### src/rtl/counter_timer_pkg.sv
// Shared register map, CONFIG bit positions and byte-lane merge helper
// for the multi-channel counter/timer bank.
package counter_timer_pkg;
    localparam int CH_STRIDE = 16;

    localparam logic [3:0]  OFF_CFG        = 4'h0;
    localparam logic [3:0]  OFF_RELOAD     = 4'h4;
    localparam logic [3:0]  OFF_VALUE      = 4'h8;
    localparam logic [3:0]  OFF_CAPTURE    = 4'hC;
    localparam logic [31:0] OFF_IRQ_STATUS = 32'h100;
    localparam logic [31:0] OFF_PRESCALE   = 32'h104;

    localparam int CFG_EN      = 0;
    localparam int CFG_ONESHOT = 1;
    localparam int CFG_UP      = 2;
    localparam int CFG_CHAIN   = 3;
    localparam int CFG_IRQ     = 4;
    localparam int CFG_CAP     = 5;
    localparam int CFG_EDGE    = 6;
    localparam int CFG_W       = 7;

    function automatic logic [31:0] sel_merge(input logic [31:0] old_v,
                                              input logic [31:0] new_v,
                                              input logic [3:0]  sel);
        logic [31:0] res;
        for (int b = 0; b < 4; b++)
            res[b*8 +: 8] = sel[b] ? new_v[b*8 +: 8] : old_v[b*8 +: 8];
        return res;
    endfunction
endpackage

### src/rtl/counter_timer_channel.sv
// One counter/timer channel: config, up/down counter with reload,
// terminal strobe and synchronised input capture.
module counter_timer_channel
    import counter_timer_pkg::*;
#(
    parameter int WIDTH = 32
) (
    input  logic             i_clk,
    input  logic             i_rst,
    input  logic             i_cfg_wr,
    input  logic [CFG_W-1:0] i_cfg_wdata,
    input  logic             i_reload_wr,
    input  logic [WIDTH-1:0] i_reload_wdata,
    input  logic             i_value_wr,
    input  logic [WIDTH-1:0] i_value_wdata,
    input  logic             i_evt,
    input  logic             i_cap_in,
    output logic [CFG_W-1:0] o_cfg,
    output logic [WIDTH-1:0] o_reload,
    output logic [WIDTH-1:0] o_value,
    output logic [WIDTH-1:0] o_capture,
    output logic             o_term_irq,
    output logic             o_cap_evt,
    output logic             o_strobe
);
    logic [CFG_W-1:0] r_cfg;
    logic [WIDTH-1:0] r_reload, r_value, r_capture;
    logic [1:0]       r_sync;
    logic             r_cap_prev, r_strobe;
    logic             w_en_rise, w_count, w_term, w_edge, w_cap;

    always_comb begin
        w_en_rise = i_cfg_wr & i_cfg_wdata[CFG_EN] & ~r_cfg[CFG_EN];
        // A bus write to VALUE or an enable edge swallows the count event.
        w_count   = r_cfg[CFG_EN] & i_evt & ~w_en_rise & ~i_value_wr;
        w_term    = w_count & (r_cfg[CFG_UP] ? (r_value == r_reload) : (r_value == '0));
        w_edge    = r_cfg[CFG_EDGE] ? (r_cap_prev & ~r_sync[1]) : (~r_cap_prev & r_sync[1]);
        w_cap     = w_edge & r_cfg[CFG_CAP];
    end

    always_ff @(posedge i_clk) begin
        if (i_rst) begin
            r_cfg      <= '0;
            r_reload   <= '0;
            r_value    <= '0;
            r_capture  <= '0;
            r_sync     <= '0;
            r_cap_prev <= 1'b0;
            r_strobe   <= 1'b0;
        end else begin
            r_sync     <= {r_sync[0], i_cap_in};
            r_cap_prev <= r_sync[1];
            r_strobe   <= w_term;
            if (w_cap)
                r_capture <= r_value;
            if (i_reload_wr)
                r_reload <= i_reload_wdata;
            if (i_cfg_wr)
                r_cfg <= i_cfg_wdata;
            else if (w_term && r_cfg[CFG_ONESHOT])
                r_cfg[CFG_EN] <= 1'b0;
            if (i_value_wr)
                r_value <= i_value_wdata;
            else if (w_en_rise)
                r_value <= i_cfg_wdata[CFG_UP] ? '0 : r_reload;
            else if (w_count) begin
                if (w_term) begin
                    if (!r_cfg[CFG_ONESHOT])
                        r_value <= r_cfg[CFG_UP] ? '0 : r_reload;
                end else begin
                    r_value <= r_cfg[CFG_UP] ? r_value + WIDTH'(1) : r_value - WIDTH'(1);
                end
            end
        end
    end

    assign o_cfg      = r_cfg;
    assign o_reload   = r_reload;
    assign o_value    = r_value;
    assign o_capture  = r_capture;
    assign o_term_irq = w_term & r_cfg[CFG_IRQ];
    assign o_cap_evt  = w_cap;
    assign o_strobe   = r_strobe;
endmodule

### src/rtl/counter_timer_multi_wb.sv
// N-channel counter/timer bank on Wishbone: bus decode, shared prescaler,
// sticky W1C IRQ status and a registered combined irq.
module counter_timer_multi_wb
    import counter_timer_pkg::*;
#(
    parameter logic [31:0] BASE_ADR    = 32'h2400_0000,
    parameter int          NUM_CH      = 4,
    parameter int          WIDTH       = 32,
    parameter int          PRESC_WIDTH = 16
) (
    input  logic              wb_clk_i,
    input  logic              wb_rst_i,
    input  logic [31:0]       wb_adr_i,
    input  logic [31:0]       wb_dat_i,
    input  logic [3:0]        wb_sel_i,
    input  logic              wb_we_i,
    input  logic              wb_cyc_i,
    input  logic              wb_stb_i,
    output logic              wb_ack_o,
    output logic [31:0]       wb_dat_o,
    input  logic [NUM_CH-1:0] cap_in,
    output logic [NUM_CH-1:0] strobe_out,
    output logic              irq
);
    logic [31:0] w_off, w_word, w_rdata;
    logic [2:0]  w_ch;
    logic [3:0]  w_reg;
    logic        w_access, w_wr, w_chan_hit, w_stat_hit, w_presc_hit, w_tick;

    logic [NUM_CH-1:0][CFG_W-1:0] w_cfg;
    logic [NUM_CH-1:0][WIDTH-1:0] w_reload, w_value, w_capture;
    logic [NUM_CH-1:0]            w_evt, w_term_irq, w_cap_evt, w_strobe;

    logic                   r_ack, r_irq;
    logic [31:0]            r_dat;
    logic [PRESC_WIDTH-1:0] r_prescale, r_presc_cnt;
    logic [NUM_CH-1:0]      r_term_st, r_cap_st;

    assign w_access    = wb_cyc_i & wb_stb_i & ~r_ack;
    assign w_wr        = w_access & wb_we_i;
    assign w_off       = wb_adr_i - BASE_ADR;
    assign w_word      = {w_off[31:2], 2'b00};
    assign w_ch        = w_off[6:4];
    assign w_reg       = w_word[3:0];
    assign w_chan_hit  = w_off < 32'(NUM_CH * CH_STRIDE);
    assign w_stat_hit  = w_word == OFF_IRQ_STATUS;
    assign w_presc_hit = w_word == OFF_PRESCALE;
    assign w_tick      = r_presc_cnt == r_prescale;

    for (genvar c = 0; c < NUM_CH; c++) begin : g_ch
        logic w_sel_ch;
        assign w_sel_ch = w_wr & w_chan_hit & (w_ch == 3'(c));
        // Chained channels count on the upstream strobe, one cycle late by design.
        if (c == 0) begin : g_first
            assign w_evt[c] = w_tick;
        end else begin : g_rest
            assign w_evt[c] = w_cfg[c][CFG_CHAIN] ? w_strobe[c-1] : w_tick;
        end

        counter_timer_channel #(.WIDTH(WIDTH)) u_ch (
            .i_clk          (wb_clk_i),
            .i_rst          (wb_rst_i),
            .i_cfg_wr       (w_sel_ch & (w_reg == OFF_CFG) & wb_sel_i[0]),
            .i_cfg_wdata    (wb_dat_i[CFG_W-1:0]),
            .i_reload_wr    (w_sel_ch & (w_reg == OFF_RELOAD)),
            .i_reload_wdata (WIDTH'(sel_merge(32'(w_reload[c]), wb_dat_i, wb_sel_i))),
            .i_value_wr     (w_sel_ch & (w_reg == OFF_VALUE)),
            .i_value_wdata  (WIDTH'(sel_merge(32'(w_value[c]), wb_dat_i, wb_sel_i))),
            .i_evt          (w_evt[c]),
            .i_cap_in       (cap_in[c]),
            .o_cfg          (w_cfg[c]),
            .o_reload       (w_reload[c]),
            .o_value        (w_value[c]),
            .o_capture      (w_capture[c]),
            .o_term_irq     (w_term_irq[c]),
            .o_cap_evt      (w_cap_evt[c]),
            .o_strobe       (w_strobe[c])
        );
    end

    always_comb begin
        w_rdata = '0;
        if (w_chan_hit) begin
            for (int c = 0; c < NUM_CH; c++) begin
                if (w_ch == 3'(c)) begin
                    case (w_reg)
                        OFF_CFG:     w_rdata = 32'(w_cfg[c]);
                        OFF_RELOAD:  w_rdata = 32'(w_reload[c]);
                        OFF_VALUE:   w_rdata = 32'(w_value[c]);
                        OFF_CAPTURE: w_rdata = 32'(w_capture[c]);
                        default:     w_rdata = '0;
                    endcase
                end
            end
        end else if (w_stat_hit) begin
            w_rdata[NUM_CH-1:0]  = r_term_st;
            w_rdata[8 +: NUM_CH] = r_cap_st;
        end else if (w_presc_hit) begin
            w_rdata = 32'(r_prescale);
        end
    end

    always_ff @(posedge wb_clk_i) begin
        if (wb_rst_i) begin
            r_ack       <= 1'b0;
            r_dat       <= '0;
            r_prescale  <= '0;
            r_presc_cnt <= '0;
            r_term_st   <= '0;
            r_cap_st    <= '0;
            r_irq       <= 1'b0;
        end else begin
            r_ack <= w_access;
            if (w_access)
                r_dat <= w_rdata;
            if (w_wr && w_presc_hit) begin
                r_prescale  <= PRESC_WIDTH'(sel_merge(32'(r_prescale), wb_dat_i, wb_sel_i));
                r_presc_cnt <= '0;
            end else begin
                r_presc_cnt <= w_tick ? '0 : r_presc_cnt + PRESC_WIDTH'(1);
            end
            // New events win over a simultaneous write-1-to-clear.
            if (w_wr && w_stat_hit) begin
                r_term_st <= (r_term_st & ~wb_dat_i[NUM_CH-1:0]) | w_term_irq;
                r_cap_st  <= (r_cap_st & ~wb_dat_i[8 +: NUM_CH]) | w_cap_evt;
            end else begin
                r_term_st <= r_term_st | w_term_irq;
                r_cap_st  <= r_cap_st | w_cap_evt;
            end
            r_irq <= |{r_term_st, r_cap_st};
        end
    end

    assign wb_ack_o   = r_ack;
    assign wb_dat_o   = r_dat;
    assign strobe_out = w_strobe;
    assign irq        = r_irq;
endmodule
### config.mk
export PLATFORM = sky130hd
export DESIGN_NAME = counter_timer_multi_wb
export DESIGN_NICKNAME = d
export VERILOG_FILES = /design/src/rtl/counter_timer_pkg.sv /design/src/rtl/counter_timer_channel.sv /design/src/rtl/counter_timer_multi_wb.sv
export SDC_FILE = /design/constraint.sdc
export NUM_CORES = 2
export LEC_CHECK = 0
export BUFFER_PORTS_ARGS = -buffer_cell sky130_fd_sc_hd__buf_2
export CAP_MARGIN = 20
export CORE_AREA = 3 3 240 242
export DETAILED_ROUTE_END_ITERATION = 12
export DIE_AREA = 0 0 243 245
export GPL_ROUTABILITY_DRIVEN = 0
export PLACE_DENSITY = 0.82
export RECOVER_POWER = 50
export SYNTH_ARGS = -nofsm -noshare
export SYNTH_HDL_FRONTEND = slang
export SYNTH_HIERARCHICAL = 1
export SYNTH_SLANG_ARGS = --single-unit
### constraint.sdc
create_clock -name wb_clk_i -period 4.6 [get_ports wb_clk_i]
set_input_delay 0.69 -clock wb_clk_i [delete_from_list [all_inputs] [get_ports wb_clk_i]]
set_output_delay 0.69 -clock wb_clk_i [all_outputs]
set_load 0.1 [all_outputs]
==> flow_metrics.env <==
export IMPL_crit_required_ns=5.11
export IMPL_synth_nets=4781
export IMPL_synth_area_mm2=0.0354
export IMPL_grt_max_degree=140
export IMPL_drc=0
export IMPL_setup_viol=0
export IMPL_reg2reg_slack_ns=0.64
export IMPL_grt_pass1_wl_um=196000
export IMPL_async_flop_share_pct=0
export IMPL_std_cell_rows=86
export IMPL_total_power_mw=9.69
export IMPL_finalCritPeriodShare_pct=93.4
export IMPL_wl_per_cell_um=24.3
export IMPL_worstPathCellList="clkbuf_1, buf_4, buf_4, nand2b_1, o31ai_1"
export IMPL_ios=115
export IMPL_dr_first_iter_drc_count=5806
export IMPL_layout_drive_gt1_share_pct=10.1
export IMPL_h_tree_depth=2
export IMPL_nets=4726
export IMPL_crit_top_cell="buf_4"
export IMPL_slowest_stage="clkbuf_1"
export IMPL_syn_inst=4579
export IMPL_path_class="input pin to flip-flop"
export IMPL_cp_max_fo=67
export IMPL_syn2layout_area_growth_pct=7.64
export IMPL_final_hold_viol_count=0
export IMPL_period_needed_ns=4.29
export IMPL_start_kind="input pin"
export IMPL_cts_setup_buffers=0
export IMPL_ctsRootBufferMaster="clkbuf_16"
export IMPL_yosys_warnings=6
export IMPL_die_area_mm2=0.0595
export IMPL_tightest_slew_ns=3.55
export IMPL_antenna_found_initial=8
export IMPL_die_width_um=243
export IMPL_end_kind="flip-flop"
export IMPL_drt_total_wl_um=129000
export IMPL_via_per_inst=6.88
export IMPL_dr_pass1_iters=9
export IMPL_violations="capacitance limit, slew limit"
export IMPL_p_leak_nw=15.3
export IMPL_finalSetupTns_ns=0
export IMPL_grt_use_total_pct=41.5
export IMPL_cts_made_buffers=55
export IMPL_status="complete, but fails checks"
export IMPL_drv_slew=75
export IMPL_max_slew_margin_rel_pct=-137
export IMPL_synth_distinct_cells=92
export IMPL_grt_ovfl_total=0
export IMPL_peakVddDrop_uv=284
export IMPL_fillCellCount=4537
export IMPL_clock_latency_ns=0.67
export IMPL_cap_viol_max_count=2
export IMPL_seq_area_frac_synth_pct=28.4
export IMPL_ys_ff_latch=502
export IMPL_hold_class="input pin to flip-flop"
export IMPL_max_freq_mhz=233
export IMPL_coreArea_mm2=0.0553
export IMPL_cts_resized=0
export IMPL_postRouteAntennaNets=0
export IMPL_rsz0062_at_grt="false"
export IMPL_clock_skew_ns=0.0361
export IMPL_powerDensity_mw_per_mm2=254
export IMPL_avgSynthCellArea_um2=7.72
export IMPL_vias=36600
export IMPL_synth_largest_area_cell="dfxtp_1"
export IMPL_cts_sinks=502
export IMPL_synthTopCellsByArea="dfxtp_1 28%, o21ai_0 6.7%, nand2_1 5.6%"
export IMPL_slowest_delay_ns=2.43
export IMPL_die_h_um=245
export IMPL_start_util_pct=64.0
export IMPL_multi_input_area_mm2=0.0226
export IMPL_grt_pass1_vias=33300
export IMPL_synth_ff_type="dfxtp_1"
export IMPL_seq_area_mm2=0.0100
export IMPL_io_buffers=112
export IMPL_yosysTopAreaCellShare_pct=28.4
export IMPL_synth_edf_count=0
export IMPL_dpl_hpwl_um=89800
export IMPL_cts_hold_buf=0
export IMPL_arrival_ns=4.80
export IMPL_cts_tree="done"
export IMPL_clk_pin_slew_ns=0.06
export IMPL_clock_path_buffers=3
## synthesized netlist by cell type, types with 17 or more instances
library cell / n
nand2b_1: 30
o31ai_1: 25
a21oi_1: 371
xnor2_1: 62
a22oi_1: 83
o211ai_1: 24
mux2_2: 109
nand3_1: 68
nand3b_1: 26
mux4_2: 27
nor3_1: 46
nor2b_1: 45
o22ai_1: 17
a31oi_1: 21
ha_1: 121
nand4_1: 34
nor2_1: 321
mux2i_1: 161
xor2_1: 174
a221oi_1: 91
and3_1: 32
buf_1: 35
a211oi_1: 33
nand2_1: 525
dfxtp_1: 502
a211o_1: 20
or3_1: 22
nor4_1: 73
clkbuf_1: 172
a21o_1: 74
buf_2: 71
inv_1: 353
o21bai_1: 24
o21ai_0: 470
a22o_1: 36
## cell families after synthesis
group           share of synthesized area [%]
xor+xnor                                 5.84
flops                                    28.4
simple gates                             17.3
buf+inv                                  7.88
compound gates                           26.2
fa+ha+maj                                4.51
mux                                      9.81
## metrics by stage
step / cells / setup slack, ns / instance area, um^2 / utilization (%) / hold slack (ns)
detailed placement: 5215 / 0.173 / 36200 / 65.5 / 0.428
CTS: 5313 / 0.796 / 38100 / 68.9 / 0.244
global placement: 5214 / 0.339 / 36200 / 65.5 / 0.416
floorplan: 4579 / 0.831 / 35400 / - / 0.414
global route: 5315 / 0.247 / 38100 / 68.8 / 0.275
finish: 5321 / 0.306 / 38100 / 68.8 / 0.247
## power by group
part | internal [mW] | switching (mW)
logic | 0.134 | 0.471
clock network | 2.73 | 2.00
registers | 4.35 | 0.00273
total | 7.21 | 2.47
## final timing paths
kind	start	endpoint	cells past startpoint
worst max-delay path	wb_rst_i	g_ch[2].u_ch/o_value[25]	5
worst min-delay path	cap_in[2]	g_ch[2].u_ch/r_sync[0]	2
worst max register to register	wb_ack_o	g_ch[2].u_ch/o_value[23]	13
worst min register to register	g_ch[2].u_ch/r_sync[0]	g_ch[2].u_ch/r_sync[1]	1
## critical path, delay by kind of cell
| family | cells | cell delay [ns] |
|---|---|---|
| buffers and inverters | 3 | 3.68 |
| AOI/OAI and AO/OA | 1 | 0.11 |
| and+or+nand+nor | 1 | 0.28 |
## cells in the final DEF, fill, tap and decap left out, types with 34 or more instances in the layout
| cell | count |
|---|---|
| o21ai_0 | 470 |
| clkbuf_16 | 56 |
| buf_2 | 71 |
| mux2i_1 | 161 |
| nor3_1 | 45 |
| nor4_1 | 73 |
| clkbuf_1 | 50 |
| a221oi_1 | 91 |
| dfxtp_1 | 502 |
| nor2_1 | 314 |
| a22o_1 | 36 |
| a21oi_1 | 371 |
| nand4_1 | 34 |
| buf_4 | 79 |
| inv_1 | 353 |
| nand3_1 | 69 |
| nor2b_1 | 45 |
| ha_1 | 121 |
| xnor2_1 | 62 |
| a21o_1 | 74 |
| mux2_2 | 109 |
| a22oi_1 | 83 |
| nand2_1 | 525 |
| xor2_1 | 174 |
## cell type report
| class | instances | share of cell area [%] |
|---|---|---|
| Multi-Input combinational cell | 3414 | 59.4 |
| Sequential cell | 502 | 26.4 |
| Clock buffer | 73 | 4.01 |
| Inverter | 353 | 3.48 |
| Timing Repair Buffer | 198 | 3.27 |
| Tap cell | 748 | 2.46 |
| Clock inverter | 25 | 0.940 |
| Antenna cell | 8 | 0.0526 |
## flip-flops by register name (all words and copies together) (netlist names)
name                  count
g_ch.u_ch/o_capture     128
r_term_st                 4
g_ch.u_ch/o_value       128
g_ch.u_ch/o_strobe        4
g_ch.u_ch/o_reload      128
r_prescale               16
g_ch.u_ch/r_sync          8
r_presc_cnt              16
wb_ack_o                  1
wb_dat_o                 32
irq                       1
g_ch.u_ch/r_cap_prev      4
g_ch.u_ch/o_cfg          28
r_cap_st                  4
## layer usage
metal	share of wire, %	up-vias	global-route usage (%)
met2	42	2630	62.0
met3	13	678	11.6
met5	0.028	-	0.735
met1	37	17000	52.4
met4	8.0	6	27.1
li1	-	16300	-
No activity file was read; power rests on OpenSTA's default activity.
